### src/rtl/sign_shaper.sv
// Hysteretic, glitch-filtered ADC-to-sign conditioner.
// Also measures the period between accepted rising edges.
module sign_shaper #(
  parameter int DATA_W = 8,
  parameter int FILT_N = 4,
  parameter int PER_W  = 32
) (
  input  logic              clk_50M,
  input  logic              rst,
  input  logic [DATA_W-1:0] adc_data,
  input  logic              adc_valid,
  input  logic [DATA_W-1:0] th_high,
  input  logic [DATA_W-1:0] th_low,
  output logic              sign_out,
  output logic              rise_pulse,
  output logic              fall_pulse,
  output logic [PER_W-1:0]  period,
  output logic              period_valid
);

  typedef enum logic [1:0] {
    LOW,
    RISE_CHK,
    HIGH,
    FALL_CHK
  } state_t;

  localparam logic [3:0]       FILT    = 4'(FILT_N);
  localparam logic [PER_W-1:0] PER_MAX = '1;
  localparam logic [PER_W-1:0] PER_ONE = PER_W'(1);

  state_t           state;
  state_t           state_nxt;
  logic [3:0]       cnt;
  logic [3:0]       cnt_nxt;
  logic             rise_c;
  logic             fall_c;
  logic             rise_evt;
  logic             fall_evt;
  logic [PER_W-1:0] per_cnt;
  logic             armed;

  // With collapsed thresholds, fall simply means "below th_high".
  assign rise_c = adc_valid && (adc_data >= th_high);
  assign fall_c = adc_valid &&
                  ((th_low < th_high) ? (adc_data <= th_low)
                                      : (adc_data < th_high));

  // Filter FSM: next state, next count and edge events.
  always_comb begin
    state_nxt = state;
    cnt_nxt   = cnt;
    rise_evt  = 1'b0;
    fall_evt  = 1'b0;
    unique case (state)
      LOW: begin
        if (rise_c) begin
          if (FILT == 4'd1) begin
            state_nxt = HIGH;
            cnt_nxt   = '0;
            rise_evt  = 1'b1;
          end else begin
            state_nxt = RISE_CHK;
            cnt_nxt   = 4'd1;
          end
        end
      end
      RISE_CHK: begin
        if (adc_valid) begin
          if (rise_c) begin
            if (cnt + 4'd1 == FILT) begin
              state_nxt = HIGH;
              cnt_nxt   = '0;
              rise_evt  = 1'b1;
            end else begin
              cnt_nxt = cnt + 4'd1;
            end
          end else begin
            state_nxt = LOW;
            cnt_nxt   = '0;
          end
        end
      end
      HIGH: begin
        if (fall_c) begin
          if (FILT == 4'd1) begin
            state_nxt = LOW;
            cnt_nxt   = '0;
            fall_evt  = 1'b1;
          end else begin
            state_nxt = FALL_CHK;
            cnt_nxt   = 4'd1;
          end
        end
      end
      FALL_CHK: begin
        if (adc_valid) begin
          if (fall_c) begin
            if (cnt + 4'd1 == FILT) begin
              state_nxt = LOW;
              cnt_nxt   = '0;
              fall_evt  = 1'b1;
            end else begin
              cnt_nxt = cnt + 4'd1;
            end
          end else begin
            state_nxt = HIGH;
            cnt_nxt   = '0;
          end
        end
      end
      default: begin
        state_nxt = LOW;
        cnt_nxt   = '0;
      end
    endcase
  end

  // State register plus registered sign and edge strobes.
  always_ff @(posedge clk_50M) begin
    if (rst) begin
      state      <= LOW;
      cnt        <= '0;
      sign_out   <= 1'b0;
      rise_pulse <= 1'b0;
      fall_pulse <= 1'b0;
    end else begin
      state      <= state_nxt;
      cnt        <= cnt_nxt;
      sign_out   <= (state_nxt == HIGH) ||
                    (state_nxt == FALL_CHK);
      rise_pulse <= rise_evt;
      fall_pulse <= fall_evt;
    end
  end

  // Period meter: counter restarts at 1 on each rise, so the
  // value seen at the next rise is the edge-to-edge distance.
  always_ff @(posedge clk_50M) begin
    if (rst) begin
      per_cnt      <= '0;
      period       <= '0;
      period_valid <= 1'b0;
      armed        <= 1'b0;
    end else begin
      period_valid <= 1'b0;
      if (rise_evt) begin
        per_cnt <= PER_ONE;
        armed   <= 1'b1;
        if (armed) begin
          period       <= per_cnt;
          period_valid <= 1'b1;
        end
      end else if (per_cnt != PER_MAX) begin
        per_cnt <= per_cnt + PER_ONE;
      end
    end
  end

endmodule

### config.mk
export PLATFORM = sky130hd
export DESIGN_NAME = sign_shaper
export DESIGN_NICKNAME = d
export VERILOG_FILES = /design/src/rtl/sign_shaper.sv
export SDC_FILE = /design/constraint.sdc
export NUM_CORES = 1
export LEC_CHECK = 0
export CORE_MARGIN = 2
export CORE_UTILIZATION = 33
export CTS_CLUSTER_SIZE = 24
export DETAILED_ROUTE_END_ITERATION = 12
export SLEW_MARGIN = 25
export SYNTH_ARGS = -nofsm -noshare
export SYNTH_HDL_FRONTEND = slang
export SYNTH_SLANG_ARGS = --single-unit
### constraint.sdc
create_clock -name clk_50M -period 2.3 [get_ports clk_50M]
set_input_delay 0.23 -clock clk_50M [delete_from_list [all_inputs] [get_ports clk_50M]]
set_output_delay 0.23 -clock clk_50M [all_outputs]
set_load 0.01 [all_outputs]
==> results of run 1 <==
[through the flow]
stage               area, sq um  setup TNS [ns]  utilization, %
floorplan                  3690               0               -
global placement           4610          -17.72            42.3
detailed placement         4610          -19.83            42.3
CTS                        4830               0            44.4
global route               4970          -0.586            45.6
finish                     4970               0            45.6
[worst register-to-register path, cell delays in order (launching register included)]
cell,delay (ns)
dfxtp_2,0.33
ha_2,0.18
or2b_1,0.25
nor3_2,0.21
o2111ai_2,0.19
a211o_2,0.31
or2_4,0.26
buf_12,0.17
mux2i_1,0.17
nor2_1,0.05
[final timing paths]
kind	startpoint	depth (start not counted)	slack [ns]	end
worst max-delay path	cnt[0]	9	0.06	period[17]
worst min-delay path	armed	2	0.47	armed
worst max register to register	cnt[0]	9	0.06	period[17]
worst min register to register	armed	2	0.47	armed
[cells in the mapped netlist, types with 9 or more instances]
| cell type | count |
|---|---|
| xnor2_1 | 12 |
| dfxtp_1 | 74 |
| mux2i_1 | 32 |
| nor3_1 | 10 |
| a21oi_1 | 16 |
| xor2_1 | 13 |
| ha_1 | 26 |
| nand3_1 | 16 |
| nand2_1 | 19 |
| nand4_1 | 9 |
| o21ai_0 | 10 |
| inv_1 | 24 |
| nor2_1 | 70 |
[what timing repair did]
action / CTS / global route
gates resized for setup: 1 / 26
setup buffers: 1 / 2
pin swaps: 1 / 9
endpoints found under the setup margin: 24 / 43
endpoints found under the hold margin: 0 / 0
[report_power, final]
part	switching (uW)	total [uW]	internal, uW
Sequential	8.97	1300	1290
Combinational	127	277	151
Clock	516	1060	542
[routing by layer]
layer / share of wire, % / up-vias / GRT usage (%)
li1: - / 1594 / -
met3: 6.1 / 18 / 3.73
met5: 0 / - / 0
met4: 2.5 / 0 / 6.06
met1: 44 / 1426 / 16.1
met2: 48 / 71 / 24.2
[sequential cells by signal, indices dropped and copies added, names as in the netlist]
signal,cells
per_cnt,32
period,32
cnt,4
armed,1
fall_pulse,1
period_valid,1
rise_pulse,1
sign_out,1
state,1
[layout by cell type, fill, tap and decap left out, drive strengths merged, types with 3 or more instances in the layout]
cell | netlist | layout
a21o | 3 | 3
a21oi | 16 | 16
clkdlybuf4s50 | 1 | 62
nor2b | 3 | 3
inv | 24 | 26
xor2 | 13 | 13
and2 | 3 | 3
ha | 26 | 26
nand3 | 16 | 16
o21ai | 10 | 10
clkbuf | 5 | 10
nand2 | 19 | 19
buf | 5 | 33
dfxtp | 74 | 74
nor3 | 12 | 12
nor2 | 70 | 70
xnor2 | 12 | 12
or3 | 5 | 5
nand4 | 9 | 9
mux2i | 32 | 32
and3 | 5 | 5
a211oi | 7 | 7
and4 | 6 | 6
[layout make-up]
| type | instances | area (sq um) | area share [%] |
|---|---|---|---|
| Tap cell | 140 | 175 | 3.52 |
| Inverter | 24 | 90.1 | 1.81 |
| Multi-Input combinational cell | 293 | 2110 | 42.4 |
| Clock inverter | 6 | 72.6 | 1.46 |
| Timing Repair Buffer | 95 | 906 | 18.2 |
| Sequential cell | 74 | 1480 | 29.8 |
| Clock buffer | 10 | 138 | 2.77 |
[cells by family after synthesis]
family / after synthesis
DFF: 74
muxes: 33
adders and majority gates: 26
xor gates and xnor gates: 25
AOI/OAI and AO/OA: 52
and+or+nand+nor: 157
buffers and inverters: 38
==> impl_metrics.tcl, run 1 <==
set metrics [dict create \
    status "complete, no violations" \
    via_per_inst 4.84 \
    grt_pass1_wl_um 13300 \
    antenna_cells 0 \
    crit_path_end_kind "register" \
    setup_viol 0 \
    crit_chain "ha_2 -> or2b_1 -> nor3_2 -> o2111ai_2 -> a211o_2 -> or2_4 -> buf_12 -> mux2i_1 -> nor2_1" \
    nFillCells 1065 \
    slowest_delay_ns 0.33 \
    drt-initial-drc-count 199 \
    grt_antenna_before_repair 0 \
    peakVddDrop_mv 0.215 \
    synth_top_cell_area_share_pct 40.2 \
    fin_skew_ns 0.0137 \
    nets 550 \
    ys_seq_area_share_pct 40.2 \
    fmaxAchievable_ghz 0.447 \
    synth.distinct_cells 53 \
    yosys.area.top_type "dfxtp_1" \
    grt_pass1_vias 3017 \
    dp.cells 623 \
    die_area_sq_mm 0.0120 \
    place_hpwl_um 5960 \
    rsz0062_at_grt "true" \
    cts_buffers 9 \
    fin_crit_sh_pct 97.3 \
    ys.flop_type "dfxtp_1" \
    num_rows 38 \
    syn_to_final_growth_pct 34.8 \
    cts.sinks 74 \
    async_flop_share_pct 0 \
    synth_adder_area_share_pct 8.83 \
    portBuffers 62 \
    synth_edf_count 0 \
    yosys_register_bits 74 \
    cts_hold_buf 0 \
    start_util_pct 33.9 \
    num_io_pins 63 \
    holdWs_ns 0.467 \
    hold_violations 0 \
    grt_max_degree 40 \
    synth_warnings 0 \
    clk_pin_slew_ns 0.08 \
    drt-pass1-iter-count 4 \
    drive_above_1_share_pct 15.7 \
    die_w_um 110 \
    finalNonFillerCells 642 \
    slew_headroom_pct 55.2 \
    grt_use_total_pct 13.9 \
    syn_avg_cell_area_sq_um 9.10 \
    drt.antenna.violating_nets 0 \
    ctsLongestPathBuffers 2 \
    htreeDepth 3 \
    tightest_slew_ns 0.672 \
    synth_compound_area_share_pct 9.27 \
    critPathBufInv 1 \
    cts_tree "built" \
    post_drt_wl_per_cell_um 12.7 \
    die_h_um 110 \
    cp_slowest_cell "dfxtp_2" \
    finalWorstSetupSlack_ns 0.0615 \
    netlist_instances 405 \
    powerDensity_mw_per_mm2 529 \
    gr-total-overflow 0 \
    worst-setup-path-type "register to register" \
    p_leak_uw 0.00211 \
    core-area_sq_mm 0.0109 \
    routed_wl_um 8130 \
    maxSlewViolCount 0 \
    synth_xor_area_share_pct 5.94 \
    synth_mux_area_share_pct 9.00 \
    synth_nets 458 \
    finalPower_uw 2630 \
    clk_latency_ns 0.36 \
    worst_ep_required_time_ns 2.54 \
    yosys.area_share.simple_pct 20.7 \
    cpLargestDelayFamily "simple AND/OR/NAND/NOR gates" \
    critPathLaunchType "register" \
    hp-class "register to register" \
    cap_violations 0 \
    crit_fanout 19 \
    syn-cell-area_sq_mm 0.00369 \
    place_congestion 0.742 \
    synth_top_family_by_area "simple AND/OR/NAND/NOR gates" \
    root_buffer "clkbuf_8" \
    yosys-top-cells-area "dfxtp_1 (40%), ha_1 (8.8%), mux2i_1 (8.7%)" \
    period_needed_ns 2.24 \
    vias 3109 \
    drcViolationCount 0 \
    pre_cts_ws_ns -0.409 \
    crit_arrival_ns 2.47 \
]
Note: power is estimated with default switching activity, not from simulation.
==> run 2, diff against run 1 <==
Settings changed: CAP_MARGIN set to 15.
==> results of run 2 <==
No change in the layout: final DEF, timing and power equal those of run 1.
==> run 3, diff against run 2 <==
Settings changed: ABC_CLOCK_PERIOD_IN_PS set to 2300.
==> results of run 3 <==
No change in the layout: final DEF, timing and power equal those of run 1.
